**src/rtl/input_decoder.sv**
```systemverilog
`default_nettype none
// ============================================================================
// Module      : input_decoder
// Description : Receive-side symbol decoder for the HDLC line encoder. Word-
//               aligns the 8-bit oversampled deserializer stream with a
//               bit-slip search, decodes 8'h96 -> 0 and 8'h99 -> 1, and
//               passes any other aligned word through as a bus word.
// Optional    : `define DEC_ERR_CNT_EN enables the 16-bit saturating
//               code-violation counter on err_count.
// Ports       : clk        - clock, all logic on posedge
//               rst        - synchronous active-high reset
//               din[7:0]   - raw deserialized word, one per clk
//               err_clr    - synchronous clear of err_count
//               data_out   - decoded bit, qualified by data_valid
//               data_valid - data_out carries a decoded symbol
//               bus_out    - aligned word (updates every locked cycle)
//               bus_valid  - locked and aligned word is not a symbol
//               code_err   - aligned word is one bit away from a symbol
//               locked     - alignment state is LOCKED
//               offset     - current bit-slip offset
//               err_count  - code-violation count
// Revision    : 1.0 - initial release
// ============================================================================
module input_decoder #(
  parameter int LOCK_CNT   = 4,
  parameter int UNLOCK_CNT = 16
) (
  input  logic        clk,
  input  logic        rst,
  input  logic [7:0]  din,
  input  logic        err_clr,
  output logic        data_out,
  output logic        data_valid,
  output logic [7:0]  bus_out,
  output logic        bus_valid,
  output logic        code_err,
  output logic        locked,
  output logic [2:0]  offset,
  output logic [15:0] err_count
);

  localparam logic [7:0] c_sym0 = 8'h96;
  localparam logic [7:0] c_sym1 = 8'h99;

  // Counters only ever hold values up to (threshold - 1); reaching the
  // threshold is detected combinationally and causes the state change.
  localparam int LW = (LOCK_CNT   > 1) ? $clog2(LOCK_CNT)   : 1;
  localparam int MW = (UNLOCK_CNT > 1) ? $clog2(UNLOCK_CNT) : 1;
  localparam logic [LW-1:0] c_hlast = LW'(LOCK_CNT - 1);
  localparam logic [MW-1:0] c_mlast = MW'(UNLOCK_CNT - 1);

  typedef enum logic [0:0] {
    HUNT   = 1'b0,
    LOCKED = 1'b1
  } state_t;

  state_t        r_state, w_state_n;
  logic [7:0]    r_d1;
  logic [2:0]    r_offset, w_offset_n;
  logic [LW-1:0] r_hcnt, w_hcnt_n;
  logic [MW-1:0] r_mcnt, w_mcnt_n;
  logic          r_data_out, w_data_out_n;
  logic          r_data_valid, w_data_valid_n;
  logic [7:0]    r_bus_out, w_bus_out_n;
  logic          r_bus_valid, w_bus_valid_n;
  logic          r_code_err, w_code_err_n;

  logic [15:0]   w_win;
  logic [7:0]    w_word [8];
  logic [7:0]    w_sym;
  logic          w_any;
  logic [2:0]    w_first;
  logic [7:0]    w_a;
  logic          w_a_sym;
  logic          w_a_near;

  function automatic logic one_bit(input logic [7:0] x);
    return (x != 8'h00) && ((x & (x - 8'h01)) == 8'h00);
  endfunction

  // Alignment window: previous word followed by the current one.
  always_comb begin
    w_win = {r_d1, din};
    for (int k = 0; k < 8; k++) begin
      w_word[k] = w_win[15-k -: 8];
      w_sym[k]  = (w_word[k] == c_sym0) || (w_word[k] == c_sym1);
    end
  end

  // Lowest offset holding a valid symbol; scanning downward leaves the
  // smallest match as the final assignment.
  always_comb begin
    w_any   = 1'b0;
    w_first = 3'd0;
    for (int k = 7; k >= 0; k--) begin
      if (w_sym[k]) begin
        w_any   = 1'b1;
        w_first = 3'(k);
      end
    end
  end

  always_comb begin
    w_a      = w_word[r_offset];
    w_a_sym  = w_sym[r_offset];
    w_a_near = one_bit(w_a ^ c_sym0) || one_bit(w_a ^ c_sym1);
  end

  always_comb begin
    w_state_n      = r_state;
    w_offset_n     = r_offset;
    w_hcnt_n       = r_hcnt;
    w_mcnt_n       = r_mcnt;
    w_data_out_n   = 1'b0;
    w_data_valid_n = 1'b0;
    w_bus_out_n    = r_bus_out;
    w_bus_valid_n  = 1'b0;
    w_code_err_n   = 1'b0;
    case (r_state)
      HUNT: begin
        if (w_a_sym) begin
          if (r_hcnt >= c_hlast) begin
            w_state_n = LOCKED;
            w_hcnt_n  = '0;
            w_mcnt_n  = '0;
          end else begin
            w_hcnt_n = r_hcnt + 1'b1;
          end
        end else if (w_any) begin
          // Slip to the new candidate; the match found counts as the first.
          w_offset_n = w_first;
          if (LOCK_CNT <= 1) begin
            w_state_n = LOCKED;
            w_hcnt_n  = '0;
            w_mcnt_n  = '0;
          end else begin
            w_hcnt_n = LW'(1);
          end
        end else begin
          w_hcnt_n = '0;
        end
      end
      LOCKED: begin
        w_bus_out_n = w_a;
        if (w_a_sym) begin
          w_data_valid_n = 1'b1;
          w_data_out_n   = (w_a == c_sym1);
          w_mcnt_n       = '0;
        end else begin
          w_code_err_n = w_a_near;
          if (r_mcnt >= c_mlast) begin
            // Dropping lock: bus_valid falls together with locked.
            w_state_n = HUNT;
            w_mcnt_n  = '0;
            w_hcnt_n  = '0;
          end else begin
            w_mcnt_n      = r_mcnt + 1'b1;
            w_bus_valid_n = 1'b1;
          end
        end
      end
      default: begin
        w_state_n = HUNT;
      end
    endcase
  end

  always_ff @(posedge clk) begin
    if (rst) begin
      r_state      <= HUNT;
      r_d1         <= 8'h00;
      r_offset     <= 3'd0;
      r_hcnt       <= '0;
      r_mcnt       <= '0;
      r_data_out   <= 1'b0;
      r_data_valid <= 1'b0;
      r_bus_out    <= 8'h00;
      r_bus_valid  <= 1'b0;
      r_code_err   <= 1'b0;
    end else begin
      r_state      <= w_state_n;
      r_d1         <= din;
      r_offset     <= w_offset_n;
      r_hcnt       <= w_hcnt_n;
      r_mcnt       <= w_mcnt_n;
      r_data_out   <= w_data_out_n;
      r_data_valid <= w_data_valid_n;
      r_bus_out    <= w_bus_out_n;
      r_bus_valid  <= w_bus_valid_n;
      r_code_err   <= w_code_err_n;
    end
  end

  assign data_out   = r_data_out;
  assign data_valid = r_data_valid;
  assign bus_out    = r_bus_out;
  assign bus_valid  = r_bus_valid;
  assign code_err   = r_code_err;
  assign locked     = (r_state == LOCKED);
  assign offset     = r_offset;

`ifdef DEC_ERR_CNT_EN
  logic [15:0] r_err_count;

  // Counts the pulse on the same edge it is registered; clear has priority.
  always_ff @(posedge clk) begin
    if (rst) begin
      r_err_count <= 16'h0000;
    end else if (err_clr) begin
      r_err_count <= 16'h0000;
    end else if (w_code_err_n && (r_err_count != 16'hFFFF)) begin
      r_err_count <= r_err_count + 16'h0001;
    end
  end

  assign err_count = r_err_count;
`else
  logic w_unused_err_clr;
  assign w_unused_err_clr = err_clr;
  assign err_count        = 16'h0000;
`endif

endmodule
`default_nettype wire

```
**config.mk**
```make
export PLATFORM = sky130hd
export DESIGN_NAME = input_decoder
export DESIGN_NICKNAME = d
export VERILOG_FILES = /design/src/rtl/input_decoder.sv
export SDC_FILE = /design/constraint.sdc
export NUM_CORES = 1
export LEC_CHECK = 0
export ABC_AREA = 0
export BUFFER_PORTS_ARGS = -buffer_cell sky130_fd_sc_hd__buf_2
export CORE_MARGIN = 4
export CORE_UTILIZATION = 35
export CTS_BUF_LIST = sky130_fd_sc_hd__clkbuf_4
export DETAILED_ROUTE_END_ITERATION = 7
export SLEW_MARGIN = 20
export SYNTH_ARGS = -nofsm -noshare
export SYNTH_HDL_FRONTEND = slang
export SYNTH_SLANG_ARGS = --single-unit
```
**constraint.sdc**
```tcl
create_clock -name clk -period 2.95 [get_ports clk]
set_clock_uncertainty 0.1 [all_clocks]
set_input_delay 0 -clock clk [delete_from_list [all_inputs] [get_ports clk]]
set_output_delay 0 -clock clk [all_outputs]
set_load 0.02 [all_outputs]
```
==> run summary, run 1 <==
Clk pwr share -> 43.4%
Cell variety after synth -> 49
slack of the critical path -> 461 ps
setup repair bufs after CTS -> 0
top cells by count, synth -> dfxtp_1, nor2_1, buf_4
overall die width -> 86.0 um
RePlAce Congestion -> 0.823
final hold violations -> 0
clk sinks -> 30
n_diodes -> 0
CP Cell Sequence -> and4bb_1 > o21ai_0 > mux4_2 > mux2i_4 > nand2_2 > a31oi_1 > nor2_1
crit-path max FO -> 11
post-DR wirelength/cell -> 14.2 um
sequential-to-total area share from yosys stat -> 28.2%
startpoint type of the worst setup path -> flip-flop
clk buf depth -> 2
largest cells by area after synthesis -> dfxtp_1, mux4_2, buf_4, and4bb_1, nor2_1
Filler Cells Inserted -> 579
die height -> 86.0 um
row count -> 28
largest net degree at the start of global routing -> 29
Clk pin slew, worst setup/hold paths -> 100 ps
Hold Crit Class -> primary input to flip-flop
WS Path Type -> flip-flop to flip-flop
pre-CTS setup slack -> 483 ps
Logic pwr share -> 12.3%
Net Switching -> 0.230 mW
Global Route Usage Sum -> 13.2%
top-count cell post-synth -> dfxtp_1
Crit-path slowest cell -> mux4_2
Max Slew Vio Count -> 0
Hold Slack -> 55.7 ps
IO Port Bufs -> 25
max_cap viols -> 0
Starting Density -> 35.9%
P_int -> 0.721 mW
post-DP HPWL -> 3300 um
Crit. End Element -> flip-flop
yosys warns -> 0
final setup vio count -> 0
DRC -> 0
final WL -> 4590 um
CTS tree -> done
final-stage net count -> 259
grt total ovfl -> 0
status -> finished clean
Critical Path AT -> 2600 ps
Slew headroom -> 60.1%
Yosys top cell by area -> dfxtp_1
RSZ-0062 raised after global routing -> no
Post-DRT Antenna Nets -> 0
Switching Fraction -> 24.2%
Util after Layout -> 40.3%
TritonCTS Buffers -> 5
Period Utilization, post-route -> 84.4%
router iterations before antenna repair -> 4
most common flop cell mapped by yosys -> dfxtp_1
1st-iter DRT viols -> 152
critical path's largest stage delay -> 540 ps
Syn Std Cell Area -> 2130 um^2
Yosys reg bits -> 30
EDFF count, synth -> 0
global-route wire length before repair -> 7880 um
worst-skew pair later-pin latency -> 330 ps
WP data required -> 3060 ps
core region area -> 5920 um^2
Leak Pwr -> 0.905 nW
htree depth -> 2
Seq pwr share -> 44.3%
Slew @ Worst Pin -> 598 ps
Achievable Freq -> 402 MHz
Final Critical Period -> 2490 ps
Async SR Flop Fraction -> 0%
Top Ports -> 43
Die ar. -> 7390 um^2
post-synth top area share -> 28.2%
power per cell area -> 398 nW/um^2
ratio of cells with drive above 1 in the final layout -> 27.1%
P&R area growth vs syn -> 12.2%
Mean Syn Cell Area -> 9.76 um^2
vias per cell -> 5.35
maximum VDD drop -> 0.211 mV
Root Driver -> clkbuf_4
vias in the first global route -> 1647
vias -> 1722
initial antenna violation count -> 0
Mapped Cells -> 218
Setup TNS -> 0 ps
==> power groups by stage <==
stage	clock network (mW)	logic, mW	registers, mW
5_1_grt	0.436	0.128	0.423
3_3_place_gp	0	0.105	0.430
6_report	0.412	0.117	0.422
2_1_floorplan	0	0.109	0.426
4_1_cts	0.426	0.116	0.421
3_5_place_dp	0	0.107	0.431
==> layer usage <==
| metal | track usage, % | vias to the layer above | share of wire, % |
|---|---|---|---|
| li1 | - | 849 | - |
| met1 | 16.9 | 819 | 44 |
| met2 | 21.4 | 45 | 49 |
| met3 | 2.40 | 9 | 4.9 |
| met4 | 6.33 | 0 | 2.2 |
| met5 | 0 | - | 0 |
==> sequential cells by signal, summed over array words and instances, names as in the netlist <==
name	flops
code_err	1
locked	1
bus_out	8
data_out	1
r_mcnt	4
r_hcnt	2
bus_valid	1
r_d1	8
offset	3
data_valid	1
==> worst max-delay path: cells and delay by family, from the launching register on <==
kind / cells / cell delay [ps]
AND/OR/NAND/NOR: 3 / 570
multiplexers: 2 / 880
AO/OA/AOI/OAI: 2 / 400
flip-flops: 1 / 410
==> metrics by stage <==
| stage | area [um^2] | total power [mW] | std cells |
|---|---|---|---|
| after floorplan | 2180 | 0.534 | 233 |
| after global placement | 2210 | 0.535 | 306 |
| after detailed placement | 2210 | 0.538 | 306 |
| after CTS | 2390 | 0.963 | 322 |
| after global routing | 2390 | 0.987 | 322 |
| final | 2390 | 0.951 | 322 |
==> cells in the final DEF, fill, tap and decap left out, types with 2 or more instances in the layout <==
master / synthesis / layout
a211oi_1: 8 / 8
a21oi_1: 8 / 8
a21oi_2: 2 / 2
a31oi_1: 2 / 2
and4b_1: 2 / 2
and4bb_1: 8 / 8
and4bb_2: 4 / 4
buf_2: 2 / 25
buf_4: 18 / 4
bufinv_16: 0 / 2
clkbuf_4: 1 / 5
clkinv_1: 1 / 2
conb_1: 1 / 16
dfxtp_1: 30 / 30
dlygate4sd3_1: 0 / 8
ha_1: 2 / 2
mux2_2: 3 / 3
mux2i_1: 7 / 7
mux4_2: 11 / 11
nand2_1: 5 / 5
nand2b_1: 3 / 3
nand3_1: 10 / 10
nand4_1: 6 / 6
nor2_1: 20 / 20
nor2b_1: 8 / 8
nor3_1: 3 / 3
nor4_1: 2 / 2
nor4bb_1: 7 / 7
o21ai_0: 7 / 7
o21ai_1: 7 / 7
o2bb2ai_1: 2 / 2
==> worst paths after layout <==
| check | from | to | slack, ps | cells after the start |
|---|---|---|---|---|
| setup / recovery | r_d1[1]$_SDFF_PP0_ | r_mcnt[2]$_SDFFE_PP0P_ | 460 | 7 |
| hold / removal | rst | r_mcnt[0]$_SDFFE_PP0P_ | 60 | 2 |
| setup reg to reg | r_d1[1]$_SDFF_PP0_ | r_mcnt[2]$_SDFFE_PP0P_ | 460 | 7 |
| hold reg to reg | r_hcnt[1]$_SDFFE_PP0P_ | r_hcnt[1]$_SDFFE_PP0P_ | 380 | 2 |
==> layout make-up <==
cell class,instances,area [um^2],share of cell area (%)
Clock buffer,5,37.5,1.57
Clock inverter,3,63.8,2.67
Inverter,3,13.8,0.577
Multi-Input combinational cell,169,1340,56.2
Sequential cell,30,601,25.2
Tap cell,75,93.8,3.93
Timing Repair Buffer,37,235,9.85
==> what timing repair did <==
item	4_1_cts	5_1_grt
hold buffers	8	0
hold endpoints to repair	8	0
gates resized for setup	0	0
==> logic make-up after synthesis <==
logic type / Yosys count / share of synthesized area (%)
AND/OR/NAND/NOR: 88 / 28.6
adder cells (fa/ha/maj): 2 / 1.18
XOR/XNOR: 1 / 0.412
AO/OA/AOI/OAI: 39 / 11.8
buffers and inverters: 34 / 11.3
other: 1 / 0.176
flip-flops: 30 / 28.2
multiplexers: 23 / 18.2
No activity file was read; power rests on OpenSTA's default activity.
==> run 2: changes to the inputs <==
--- a/config.mk
+++ b/config.mk
@@ -5,7 +5,7 @@
 export SDC_FILE = /design/constraint.sdc
 export NUM_CORES = 1
 export LEC_CHECK = 0
-export ABC_AREA = 0
+export ABC_AREA = 1
 export BUFFER_PORTS_ARGS = -buffer_cell sky130_fd_sc_hd__buf_2
 export CORE_MARGIN = 4
 export CORE_UTILIZATION = 35
==> constraint.sdc (replaced) <==
create_clock -name clk -period 2.15 [get_ports clk]
set_clock_uncertainty 0.1 [all_clocks]
set_input_delay 0 -clock clk [delete_from_list [all_inputs] [get_ports clk]]
set_output_delay 0 -clock clk [all_outputs]
set_load 0.02 [all_outputs]
==> run summary, run 2 <==
vias -> 2610
Syn Std Cell Area -> 2370 um^2
r2r setup slk -> 270 ps
final-stage net count -> 450
Post-DRT Antenna Nets -> 0
n_diodes -> 0
Worst Setup SP -> offset[0]$_SDFFE_PP0P_
Critical Path AT -> 2000 ps
Root Driver -> clkbuf_4
final WL -> 6290 um
Layout Cells excl Fill -> 515
CP Cell Sequence -> buf_6 > nand2_1 > nand3_2 > nand2_1 > o21ai_1 > nand2_1 > nor2_1 > nand2_1 > nand2_1 > nor2_1 > nand2_1 > a21oi_2
Hold Crit Class -> primary input to flip-flop
core region area -> 6460 um^2
worst hold endpoint -> r_d1[4]$_SDFF_PP0_
P&R area growth vs syn -> 11.4%
maximum VDD drop -> 0.226 mV
die height -> 90.4 um
post-DP HPWL -> 4770 um
Max Slew Vio Count -> 0
global-route wire length before repair -> 11000 um
Yosys reg bits -> 30
Post-Layout Inst Area -> 2640 um^2
Crit. End Element -> flip-flop
hold_sp -> din[4]
most used cell, CP -> nand2_1
RePlAce Congestion -> 0.909
Cell variety after synth -> 29
EDFF count, synth -> 0
Global Route Usage Sum -> 15.9%
Mapped Cells -> 407
Leak Pwr -> 1.47 nW
Mean Syn Cell Area -> 5.83 um^2
RSZ-0062 raised after global routing -> no
most frequent cells in the layout -> nand2_1, nand3_1, nor2_1
RR Endpoint -> code_err$_SDFF_PP0_
overall die width -> 90.4 um
Filler Cells Inserted -> 712
final hold violations -> 0
1st-iter DRT viols -> 184
largest cells by area after synthesis -> dfxtp_1, nand2_1, nand3_1, nor2_1, buf_4
Async SR Flop Fraction -> 0%
ratio of cells with drive above 1 in the final layout -> 13.0%
clk sinks -> 30
startpoint type of the worst setup path -> flip-flop
grt total ovfl -> 0
IO Port Bufs -> 25
Crit-path slowest cell -> dfxtp_2
worst-skew pair later-pin latency -> 330 ps
DRC -> 0
post-DR wirelength/cell -> 12.2 um
critical path's largest stage delay -> 400 ps
Clk pin slew, worst setup/hold paths -> 100 ps
Yosys top cell by area -> dfxtp_1
Setup TNS -> 0 ps
initial antenna violation count -> 0
WS Path Type -> flip-flop to flip-flop
Inst Count DP -> 498
reg2reg path depth -> 12
top-count cell post-synth -> nand2_1
Hold Slack -> 41.1 ps
Die ar. -> 8160 um^2
Starting Density -> 36.7%
Achievable Freq -> 533 MHz
WP data required -> 2280 ps
max_cap viols -> 0
Final Power -> 1.21 mW
htree depth -> 2
Final Critical Period -> 1880 ps
TritonCTS Buffers -> 5
sequential-to-total area share from yosys stat -> 25.3%
vias per cell -> 5.07
CTS tree -> done
placed instance area -> 2490 um^2
top cells by count, synth -> nand2_1, nand3_1, nor2_1
final setup vio count -> 0
router iterations before antenna repair -> 5
vias in the first global route -> 2390
post-synth top area share -> 25.3%
crit-path max FO -> 17
yosys warns -> 0
Top Ports -> 43
row count -> 29
status -> finished clean
Hold Path Stages -> 3
most common cell after layout, fill and taps aside -> nand2_1
clk buf depth -> 2
FF-to-FF Start -> offset[0]$_SDFFE_PP0P_
Period Utilization, post-route -> 87.3%
power per cell area -> 457 nW/um^2
most common flop cell mapped by yosys -> dfxtp_1
largest net degree at the start of global routing -> 22
[run 2: cell count changes after synthesis, moves of 11 or more]
cell / change
nor2_1: +23
nand3_1: +63
nand4_1: +11
mux4_2: -11
inv_1: +37
nand2_1: +128
[run 2: where the power goes]
part | switching (mW) | leakage [nW] | internal, mW | total [mW]
Clock | 0.206 | 0.0286 | 0.121 | 0.327
Combinational | 0.206 | 1.19 | 0.0937 | 0.300
Sequential | 0.0155 | 0.245 | 0.566 | 0.582
[run 2: critical path, delay by kind of cell, from the launching register on]
family,cells,cell delay (ps)
and+or+nand+nor,9,790
DFF,1,400
AOI/OAI and AO/OA,2,300
buffers and inverters,1,190
[run 2: logic make-up (layout without fill, tap and decap cells)]
family	count (synthesis)	count (layout)	share of synthesized area, %
XOR/XNOR	2	2	0.738
adder cells (fa/ha/maj)	2	2	1.05
AND/OR/NAND/NOR	280	280	51.9
flip-flops	30	30	25.3
AO/OA/AOI/OAI	18	18	4.85
buffers and inverters	74	90	16.0
other	1	16	0.158
[run 2: how the worst max path moves through the flow]
stage                     slack [ps]             endpoint  depth (start not counted)
after floorplan                  360  code_err$_SDFF_PP0_                         12
after global placement           200  code_err$_SDFF_PP0_                         12
after detailed placement         140  code_err$_SDFF_PP0_                         12
after CTS                        120  code_err$_SDFF_PP0_                         12
after global routing              40  code_err$_SDFF_PP0_                         14
final                            270  code_err$_SDFF_PP0_                         12
[run 2: area by class of cell]
class	count	area (um^2)	share of cell area [%]
sequential	30	603	22.8
clock inverter	3	16.3	0.615
tap	77	96.3	3.64
clock buffer	5	37.5	1.42
inverter	42	165	6.25
multi-input combinational	318	1450	54.8
timing repair buffer	40	277	10.5
[run 2: metrics by stage]
step,util (%),setup slack (ps)
floorplan,-,360
global placement,38.5,204
detailed placement,38.5,141
CTS,40.8,116
global route,40.9,35.9
finish,40.9,274
[run 2: layer usage]
metal	global-route usage [%]	up-vias	wire length, um
li1	-	1342	-
met1	20.5	1180	2890
met2	27.1	80	3000
met3	2.17	8	301
met4	5.36	0	97
met5	0	-	0
[run 2: timing repair]
action	CTS	global route
buffers inserted	0	0
hold buffers	9	0
endpoints found under the hold margin	10	0
gates resized for setup	0	6
endpoints found under the setup margin	0	1
